**src/rtl/pe_fu_pkg.sv**
```systemverilog
// Shared types for the PE functional unit: opcode set, carry FSM states, operand channel indices.
package pe_fu_pkg;

  localparam int unsigned FU_OP_W = 5;
  localparam int unsigned NUM_CH  = 3;

  // Operand channel positions within in_valid / in_data / fu_ready
  localparam int unsigned CH_A = 0;
  localparam int unsigned CH_B = 1;
  localparam int unsigned CH_D = 2;

  typedef enum logic [FU_OP_W-1:0] {
    OP_NOP    = 5'd0,
    OP_ADD    = 5'd1,
    OP_SUB    = 5'd2,
    OP_AND    = 5'd3,
    OP_OR     = 5'd4,
    OP_XOR    = 5'd5,
    OP_SHL    = 5'd6,
    OP_SHR    = 5'd7,
    OP_SRA    = 5'd8,
    OP_LTU    = 5'd9,
    OP_LTS    = 5'd10,
    OP_EQ     = 5'd11,
    OP_MUL    = 5'd12,
    OP_STEERT = 5'd13,
    OP_STEERF = 5'd14,
    OP_MERGE  = 5'd15,
    OP_CARRY  = 5'd16
  } fu_op_e;

  typedef enum logic {
    CARRY_INIT = 1'b0,
    CARRY_LOOP = 1'b1
  } carry_state_e;

endpackage

```
**src/rtl/pe_fu_mul_pipe.sv**
```systemverilog
// Fixed-latency multiplier: low DATA_WIDTH bits of a*b, delivered MUL_LAT-1 cycles
// after in_valid so that the FU output register adds the final cycle.
// Ports: clk/rst, flush (drop everything in flight), in_valid/a/b (launch),
//        res_valid/res_data (result for the output register), busy (any stage occupied).
module pe_fu_mul_pipe #(
  parameter int unsigned DATA_WIDTH = 32,
  parameter int unsigned MUL_LAT    = 3
) (
  input  logic                  clk,
  input  logic                  rst,
  input  logic                  flush,
  input  logic                  in_valid,
  input  logic [DATA_WIDTH-1:0] a,
  input  logic [DATA_WIDTH-1:0] b,
  output logic                  res_valid,
  output logic [DATA_WIDTH-1:0] res_data,
  output logic                  busy
);

  logic [DATA_WIDTH-1:0] product;
  assign product = a * b;

  generate
    if (MUL_LAT <= 1) begin : g_comb
      // Single-cycle multiply: the output register is the only stage
      assign res_valid = in_valid & ~flush;
      assign res_data  = product;
      assign busy      = 1'b0;
    end else begin : g_pipe
      localparam int unsigned NST = MUL_LAT - 1;

      logic [NST-1:0]        vld_q, vld_d;
      logic [DATA_WIDTH-1:0] dat_q [NST];
      logic [DATA_WIDTH-1:0] dat_d [NST];

      // Valid/data shift chain; flush kills every stage
      always_comb begin
        vld_d    = '0;
        dat_d    = '{default: '0};
        vld_d[0] = in_valid;
        dat_d[0] = product;
        for (int i = 1; i < int'(NST); i++) begin
          vld_d[i] = vld_q[i-1];
          dat_d[i] = dat_q[i-1];
        end
        if (flush) vld_d = '0;
      end

      always_ff @(posedge clk or posedge rst) begin
        if (rst) begin
          vld_q <= '0;
          for (int i = 0; i < int'(NST); i++) dat_q[i] <= '0;
        end else begin
          vld_q <= vld_d;
          dat_q <= dat_d;
        end
      end

      assign res_valid = vld_q[NST-1];
      assign res_data  = dat_q[NST-1];
      assign busy      = |vld_q;
    end
  endgenerate

endmodule

```
**src/rtl/pe_fu_dfx.sv**
```systemverilog
// RipTide PE functional unit: ALU, pipelined multiply, and dataflow steer/merge/carry.
// Ports: clk/rst; cfg_valid/cfg_op/cfg_imm_en/cfg_imm load the opcode, cfgd shows it is armed;
//        clear aborts in-flight work; in_valid/in_data (A,B,D) with per-channel fu_ready;
//        fu_out/fu_valid with out_ready backpressure; fu_alloc on result commit, fu_done on drain.
module pe_fu_dfx
  import pe_fu_pkg::*;
#(
  parameter int unsigned DATA_WIDTH = 32,
  parameter int unsigned MUL_LAT    = 3
) (
  input  logic                    clk,
  input  logic                    rst,
  input  logic                    cfg_valid,
  input  logic [4:0]              cfg_op,
  input  logic                    cfg_imm_en,
  input  logic [DATA_WIDTH-1:0]   cfg_imm,
  output logic                    cfgd,
  input  logic                    clear,
  input  logic [2:0]              in_valid,
  input  logic [3*DATA_WIDTH-1:0] in_data,
  output logic [2:0]              fu_ready,
  input  logic                    out_ready,
  output logic [DATA_WIDTH-1:0]   fu_out,
  output logic                    fu_valid,
  output logic                    fu_alloc,
  output logic                    fu_done
);

  localparam int unsigned SHW = $clog2(DATA_WIDTH);

  fu_op_e                op_q, op_d;
  logic                  imm_en_q, imm_en_d;
  logic [DATA_WIDTH-1:0] imm_q, imm_d;
  logic                  cfgd_q, cfgd_d;
  carry_state_e          carry_q, carry_d;
  logic                  fu_valid_q, fu_valid_d;
  logic [DATA_WIDTH-1:0] fu_out_q, fu_out_d;

  logic [DATA_WIDTH-1:0] a, b_val, d_word, alu_res, res, mul_res_data;
  logic [SHW-1:0]        shamt;
  logic                  a_v, b_ok, d_v, d_sel;
  logic                  slot_free, can_fire, fire, produce, mul_go;
  logic                  mul_res_valid, mul_busy, cfg_accept;
  logic [2:0]            req;
  logic                  unused_d;

  // Operand views; B comes from the immediate when configured so
  assign a        = in_data[CH_A*DATA_WIDTH +: DATA_WIDTH];
  assign d_word   = in_data[CH_D*DATA_WIDTH +: DATA_WIDTH];
  assign b_val    = imm_en_q ? imm_q : in_data[CH_B*DATA_WIDTH +: DATA_WIDTH];
  assign a_v      = in_valid[CH_A];
  assign d_v      = in_valid[CH_D];
  assign b_ok     = imm_en_q | in_valid[CH_B];
  assign d_sel    = d_word[0];
  assign unused_d = ^d_word[DATA_WIDTH-1:1];
  assign shamt    = b_val[SHW-1:0];

  assign slot_free  = ~fu_valid_q | out_ready;
  assign can_fire   = cfgd_q & (op_q != OP_NOP) & slot_free & ~mul_busy & ~clear;
  assign cfg_accept = cfg_valid & ~clear & ~fu_valid_q & ~mul_busy;

  // Single-cycle ALU datapath
  always_comb begin
    alu_res = '0;
    case (op_q)
      OP_ADD: alu_res = a + b_val;
      OP_SUB: alu_res = a - b_val;
      OP_AND: alu_res = a & b_val;
      OP_OR:  alu_res = a | b_val;
      OP_XOR: alu_res = a ^ b_val;
      OP_SHL: alu_res = a << shamt;
      OP_SHR: alu_res = a >> shamt;
      OP_SRA: alu_res = $signed(a) >>> shamt;
      OP_LTU: alu_res = DATA_WIDTH'(a < b_val);
      OP_LTS: alu_res = DATA_WIDTH'($signed(a) < $signed(b_val));
      OP_EQ:  alu_res = DATA_WIDTH'(a == b_val);
      default: alu_res = '0;
    endcase
  end

  // Fire decision, consumed channels, result select and carry FSM next state
  always_comb begin
    req     = '0;
    fire    = 1'b0;
    produce = 1'b0;
    mul_go  = 1'b0;
    res     = alu_res;
    carry_d = carry_q;
    case (op_q)
      OP_ADD, OP_SUB, OP_AND, OP_OR, OP_XOR, OP_SHL, OP_SHR, OP_SRA,
      OP_LTU, OP_LTS, OP_EQ: begin
        req[CH_A] = 1'b1;
        req[CH_B] = ~imm_en_q;
        fire      = can_fire & a_v & b_ok;
        produce   = fire;
      end
      OP_MUL: begin
        req[CH_A] = 1'b1;
        req[CH_B] = ~imm_en_q;
        fire      = can_fire & a_v & b_ok;
        mul_go    = fire;
      end
      OP_STEERT, OP_STEERF: begin
        req[CH_A] = 1'b1;
        req[CH_D] = 1'b1;
        fire      = can_fire & a_v & d_v;
        res       = a;
        // A passes only when the decider matches the steer polarity
        produce   = fire & (d_sel == (op_q == OP_STEERT));
      end
      OP_MERGE: begin
        req[CH_D] = 1'b1;
        req[CH_A] = d_sel;
        req[CH_B] = ~d_sel & ~imm_en_q;
        fire      = can_fire & d_v & (d_sel ? a_v : b_ok);
        res       = d_sel ? a : b_val;
        produce   = fire;
      end
      OP_CARRY: begin
        if (carry_q == CARRY_INIT) begin
          req[CH_A] = 1'b1;
          fire      = can_fire & a_v;
          res       = a;
          produce   = fire;
          if (fire) carry_d = CARRY_LOOP;
        end else begin
          req[CH_D] = 1'b1;
          req[CH_B] = d_sel & ~imm_en_q;
          fire      = can_fire & d_v & (~d_sel | b_ok);
          res       = b_val;
          produce   = fire & d_sel;
          if (fire & ~d_sel) carry_d = CARRY_INIT;
        end
      end
      default: ;
    endcase
    if (clear | cfg_accept) carry_d = CARRY_INIT;
  end

  pe_fu_mul_pipe #(
    .DATA_WIDTH(DATA_WIDTH),
    .MUL_LAT   (MUL_LAT)
  ) u_mul (
    .clk      (clk),
    .rst      (rst),
    .flush    (clear),
    .in_valid (mul_go),
    .a        (a),
    .b        (b_val),
    .res_valid(mul_res_valid),
    .res_data (mul_res_data),
    .busy     (mul_busy)
  );

  // Config and output register next state; clear wins over everything but keeps config
  always_comb begin
    op_d       = op_q;
    imm_en_d   = imm_en_q;
    imm_d      = imm_q;
    cfgd_d     = cfgd_q;
    fu_valid_d = fu_valid_q;
    fu_out_d   = fu_out_q;
    if (cfg_accept) begin
      op_d     = fu_op_e'(cfg_op);
      imm_en_d = cfg_imm_en;
      imm_d    = cfg_imm;
      cfgd_d   = 1'b1;
    end
    if (clear) begin
      fu_valid_d = 1'b0;
    end else begin
      if (fu_valid_q & out_ready) fu_valid_d = 1'b0;
      if (produce) begin
        fu_valid_d = 1'b1;
        fu_out_d   = res;
      end else if (mul_res_valid) begin
        fu_valid_d = 1'b1;
        fu_out_d   = mul_res_data;
      end
    end
  end

  always_ff @(posedge clk or posedge rst) begin
    if (rst) begin
      op_q       <= OP_NOP;
      imm_en_q   <= 1'b0;
      imm_q      <= '0;
      cfgd_q     <= 1'b0;
      carry_q    <= CARRY_INIT;
      fu_valid_q <= 1'b0;
      fu_out_q   <= '0;
    end else begin
      op_q       <= op_d;
      imm_en_q   <= imm_en_d;
      imm_q      <= imm_d;
      cfgd_q     <= cfgd_d;
      carry_q    <= carry_d;
      fu_valid_q <= fu_valid_d;
      fu_out_q   <= fu_out_d;
    end
  end

  assign cfgd     = cfgd_q;
  assign fu_valid = fu_valid_q;
  assign fu_out   = fu_out_q;
  assign fu_ready = req & {3{fire}};
  assign fu_alloc = produce | mul_go;
  assign fu_done  = fu_valid_q & out_ready & ~clear;

endmodule

```
**config.mk**
```make
export PLATFORM = sky130hd
export DESIGN_NAME = pe_fu_dfx
export DESIGN_NICKNAME = d
export VERILOG_FILES = /design/src/rtl/pe_fu_pkg.sv /design/src/rtl/pe_fu_mul_pipe.sv /design/src/rtl/pe_fu_dfx.sv
export SDC_FILE = /design/constraint.sdc
export NUM_CORES = 2
export LEC_CHECK = 0
export ABC_AREA = 1
export CORE_ASPECT_RATIO = 1.2
export CORE_MARGIN = 8
export CORE_UTILIZATION = 35
export DETAILED_ROUTE_END_ITERATION = 6
export DONT_BUFFER_PORTS = 1
export SLEW_MARGIN = 20
export SYNTH_ARGS = -nofsm -noshare
export SYNTH_HDL_FRONTEND = slang
export SYNTH_HIERARCHICAL = 1
export SYNTH_SLANG_ARGS = --single-unit
```
**constraint.sdc**
```tcl
create_clock -name clk -period 7.84 [get_ports clk]
set_input_delay 1.568 -clock clk [delete_from_list [all_inputs] [get_ports clk]]
set_output_delay 1.568 -clock clk [all_outputs]
set_load 0.05 [all_outputs]
```
## Word-level counts from Yosys, hierarchy flattened

Index checks and enable logic that the tools add are counted.

| storage, ports and cells | value |
|---|---|
| bits in registers | 139 |
| input port bits | 142 |

| operators by class | value |
|---|---|
| add/sub/neg operators | 2 |
| multipliers | 1 |
| $lt $le $gt $ge | 2 |
| equal/unequal tests | 18 |
| shift operators | 3 |
| muxes and demuxes | 28 |
| bitwise gates (word level) | 34 |
| reductions and logical operators | 11 |

Operators by type and width:

| kind | number |
|---|---|
| $pmux W32 S11 | 1 |
| $mux W32 | 5 |
| $pmux W32 S3 | 1 |
| $lt A32 B32 Y1 | 2 |
| $eq A5 B4 Y1 const B | 8 |
| $add A32 B32 Y32 | 1 |
| $and A32 B32 Y32 | 1 |
| $eq A32 B32 Y1 | 1 |
| $mul A32 B32 Y32 | 1 |
| $or A32 B32 Y32 | 1 |
| $shl A32 B5 Y32 | 1 |
| $shr A32 B5 Y32 | 1 |
| $sshr A32 B5 Y32 | 1 |
| $sub A32 B32 Y32 | 1 |
| $xor A32 B32 Y32 | 1 |
| $and A1 B1 Y1 | 20 |
| $eq A5 B3 Y1 const B | 4 |
| $mux W1 | 14 |
| $reduce_or A14 Y1 | 1 |
| $reduce_or A12 Y1 | 1 |
| $reduce_or A11 Y1 | 1 |
| $eq A5 B2 Y1 const B | 2 |
| $pmux W1 S4 | 2 |
| $pmux W1 S3 | 2 |
| 14 further kinds | 25 |

## Logic depth before layout (Yosys ltp)

| logic depth | value |
|---|---|
| depth after elaboration | 12 |
| depth in mapped cells | 37 |
| mapped depth without buffers | 33 |

## Modules after synthesis

The synthesis kept the hierarchy.

By module, submodules not included:

| module | times used | cells an instance | area each (µm²) | sequential area each (µm²) |
|---|---|---|---|---|
| pe_fu_mul_pipe | 1 | 2,419 | 18,724.2 | 1,651.6 |
| pe_fu_dfx | 1 | 2,614 | 14,143.6 | 1,826.8 |

## Worst setup path after synthesis

OpenSTA, ideal clock, no wires.

| path | value |
|---|---|
| path type | input-to-reg |
| from | input in_data[35] |
| to | register u_mul.g_pipe.dat_q, in the netlist u_mul/g_pipe.dat_d[26] |
| arrival time | 8,156 ps |
| required time | 7,717 ps |
| setup slack | -439 ps |
| stages | 30 |
| cells stage by stage | or2_1 > nand2_1 > inv_2 > clkbuf_1 > clkbuf_1 > buf_1 > nand2_1 > inv_1 > fa_1 > inv_1 > fa_1 > fa_1 > fa_1 > inv_1 > fa_1 > inv_1 > fa_1 > inv_1 > fa_1 > fa_1 > ha_1 > nand2_1 > inv_1 > nand2_1 > nor3_1 > nand4_1 > nand3_1 > a21o_1 > a21oi_1 > xnor2_1 |

RTL lines:

| item | line | text |
|---|---|---|
| from (decl) | pe_fu_dfx.sv:20 | `input logic [3*DATA_WIDTH-1:0] in_data,` |
| to (signal assigned) | pe_fu_mul_pipe.sv:55 | `dat_q <= dat_d;` |
| to (decl) | pe_fu_mul_pipe.sv:33 | `logic [DATA_WIDTH-1:0] dat_q [NST];` |

==> summary.md <==
| Metric | Value |
|---|---|
| Port buffer count | `0` |
| Slew @ Worst Pin | `about 1.1 ns` |
| Initial antenna violation count | `2` |
| Minimum clock period | `7.58 ns` |
| GP Congestion | `approximately 1.0` |
| DR vias | `~32,000` |
| Vias in the first global route | `33,200` |
| Gr ovfl total | `0` |
| Final Max Slew Viols | `0` |
| Final setup fails | `0` |
| Slew headroom | `26.2%` |
| Post-cts resize count | `0` |
| Nets | `5,772` |
| Total GRT Usage | `between 20% and 30%` |
| Status | `completed` |
| Cell count after synthesis | `5,033` |
| Final Skew | `~0.025 ns` |
| Worst r2r src | `imm_en_q` |
| Min-delay src | `u_mul/g_pipe.dat_d[15]` |
| RSZ-0062 raised after global routing | `false` |
| Cts bufs inserted | `17` |
| Worst Hold Depth | `0` |
| Async S/R FF share, synth | `100%` |
| Critical path type | `input port to register` |
| CTS tree | `yes` |
| Layout cells sized above 1 | `~6%` |
| Crit. End Element | `register` |
| Final Hold Viols | `0` |
| Post-synthesis sequential area ratio | `10.6%` |
| Hold Crit Endpoint | `u_mul/res_data[15]` |
| DRT Pass-1 Iters | `6` |
| First-pass GRT wire length | `around 210 mm` |
| Ports | `~180` |
| Site row count | `roughly 120` |
| Arrival @ worst endpoint | `slightly below 8 ns` |
| Syn Area/Cell | `approximately 6.5 µm²` |
| Max-cap violation count | `0` |
| EDFF count, synth | `0` |
| Critical Path Fanout Max | `13` |
| Netlist Area Pre-Place | `approximately 33,000 µm²` |
| Post-Route Setup TNS | `0 ns` |
| ANT nets after route | `0` |
| DRC | `0` |
| Worst Setup Start Kind | `input port` |
| Worst r2r path cells | `28` |
| Core Region | `between 90,000 and 100,000 µm²` |
| Distinct cell type count after synthesis | `55` |
| Die H | `352 µm` |
| Iteration-0 DRC Markers | `2,970` |
| Clock buffer depth | `2` |
| Root Driver | `clkbuf_16` |
| Initial cell density of the core | `35.2%` |
| Syn. warnings | `6` |
| Mean number of vias per cell | `between 5 and 6` |
| CTS H-tree depth | `4` |
| Die ar. | `between 100,000 and 150,000 µm²` |
| Final worst-path cycle share | `96.7%` |
| Fillers | `10,000` |
| Layout area overhead | `8.41%` |
| Largest net degree at the start of global routing | `67` |
| Hold Buf Count CTS | `0` |
| Postcts setup bufs | `0` |
| Clk_lat worst skew | `approximately 0.48 ns` |
| Primary FF master, synth | `dfrtp_1` |
| Die X | `296 µm` |
| Fmax | `132 MHz` |
| Post-DP HPWL | `between 100 and 150 mm` |
| CTS clk-pin slew, worst paths | `~0.07 ns` |
| Drt wl/cell | `about 23 µm` |
| Antenna diode count | `0` |
| Clk sinks | `approximately 140` |
| R2r setup slk | `~0.47 ns` |
| Mapped Nets | `5,813` |
| CP required | `between 8 and 9 ns` |
| Reg2reg end | `u_mul/g_pipe.dat_d[26]` |
| Synth Register Bits | `between 100 and 150` |
| HP Class | `register to register` |
| Post-Route WL | `roughly 140 mm` |
cells in the final DEF (no fill, tap or decap), types with 19 or more instances in the layout:
cell type and count:
nand2_1 1588, inv_1 1071, nand3_1 500, fa_1 410, nor2_1 272, ha_1 227
buf_4 147, dfrtp_1 139, a21oi_1 135, o21ai_0 58, nand4_1 42, a22oi_1 32
mux2_2 30, o211ai_1 30, inv_2 27, xor2_1 26, o22ai_1 25, nor3_1 21
buf_12 21, nand3b_1 19
synthesized netlist by cell type (4+ instances only):
cell      number  share of area [%]
o221ai_1       4               0.11
clkbuf_1     129                1.5
a22oi_1       32               0.73
buf_2         55               0.84
nand3b_1      19               0.43
nand4_1       42               0.80
and2_1         4              0.076
clkinv_1      11               0.13
ha_1         228                8.7
o22ai_1       25               0.48
buf_1         18               0.21
nand2_1     1595                 18
dfrtp_1      139                 11
buf_4         20               0.46
a31oi_1       10               0.19
o21ai_0       58               0.88
a221oi_1       5               0.13
nor2_1       274                3.1
fa_1         410                 25
a211oi_1       5               0.11
xnor2_1       14               0.37
nor3_1        22               0.34
inv_2         26               0.30
o21bai_1      15               0.34
buf_6          5               0.17
nor4_1         6               0.11
o21ai_1       16               0.24
nand3_1      503                7.7
inv_1       1075                 12
xor2_1        26               0.69
mux2_2        30                1.0
a21oi_1      136                2.1
o211ai_1      30               0.69
nand2_2       10               0.19
final cells by class:
type	count	area, µm²	share of cell area, %
repair buffers	168	1520	4.28
flip-flops and latches	139	3480	9.76
clock inverters	13	154	0.432
inverters	1113	4180	11.7
multi-input cells	3553	24300	68.2
well taps	1250	1560	4.39
clock buffers	19	443	1.24
critical path, stage by stage:
cell and delay [ns]:
or2_1 0.22, nand2_2 0.12, inv_2 0.07, buf_12 0.15
nand2_1 0.08, inv_1 0.04, fa_1 0.48, inv_1 0.05
fa_1 0.47, fa_1 0.52, fa_1 0.51, inv_1 0.05
fa_1 0.47, inv_1 0.05, fa_1 0.48, inv_1 0.05
fa_1 0.49, fa_1 0.52, ha_4 0.31, nand2_2 0.06
inv_2 0.06, nand2_2 0.07, nor3_4 0.24, nand4_1 0.18
nand3_1 0.19, a21o_1 0.19, a21oi_2 0.07, xnor2_1 0.12
how the worst max path moves through the flow:
| stage | from | endpoint | slack (ns) |
|---|---|---|---|
| 6_report | in_data[35] | u_mul/g_pipe.dat_d[26] | 0.26 |
| 5_1_grt | in_data[35] | u_mul/g_pipe.dat_d[30] | 0.003 |
| 4_1_cts | in_data[35] | u_mul/g_pipe.dat_d[26] | 0.25 |
| 3_5_place_dp | in_data[35] | u_mul/g_pipe.dat_d[26] | -0.24 |
| 3_3_place_gp | in_data[35] | u_mul/g_pipe.dat_d[31] | -0.20 |
| 2_1_floorplan | in_data[35] | u_mul/g_pipe.dat_d[26] | 0.03 |
metal layers:
| layer | vias up | GRT usage, % | share of wire (%) | routed length, µm |
|---|---|---|---|---|
| met3 | 369 | 3.21 | 6.0 | 8560 |
| met5 | - | 0 | 0 | 0 |
| li1 | 15100 | - | - | - |
| met1 | 15700 | 31.9 | 38 | 54600 |
| met4 | 0 | 18.4 | 7.9 | 11200 |
| met2 | 1246 | 46.2 | 48 | 67700 |
stage by stage:
step	worst slack, ns	std cells	area, µm²	utilization (%)	hold WS [ns]
2_1_floorplan	0.0273	5033	32900	-	0.331
3_3_place_gp	-0.200	6223	35000	37.5	0.332
3_5_place_dp	-0.244	6223	35000	37.5	0.335
4_1_cts	0.252	6255	35600	38.1	0.343
5_1_grt	0.00261	6255	35600	38.1	0.355
6_report	0.259	6255	35600	38.1	0.347
cells by family (layout without fill, tap and decap cells):
logic type               count (synthesis)  in the layout  synth area share [%]
adder cells (fa/ha/maj)                638            638                  33.7
buffers and inverters                 1341           1313                  15.9
multiplexers                            30             30                  1.03
AND/OR/NAND/NOR                       2494           2494                  31.4
XOR/XNOR                                40             40                  1.07
AO/OA/AOI/OAI                          351            351                  6.41
flip-flops                             139            139                  10.6
sequential cells by signal, summed over array words and instances, names as in the netlist:
signal and cells:
cfgd 1, u_mul/g_pipe.dat_d 32, fu_valid 1, imm_q 32, carry_q 1, op_q 5
fu_out 32, u_mul/g_pipe.vld_q 2, imm_en_q 1, u_mul/res_data 32
Power is not shown: default switching activity piles up to over one toggle a cycle in this logic, so the estimate is an artifact.
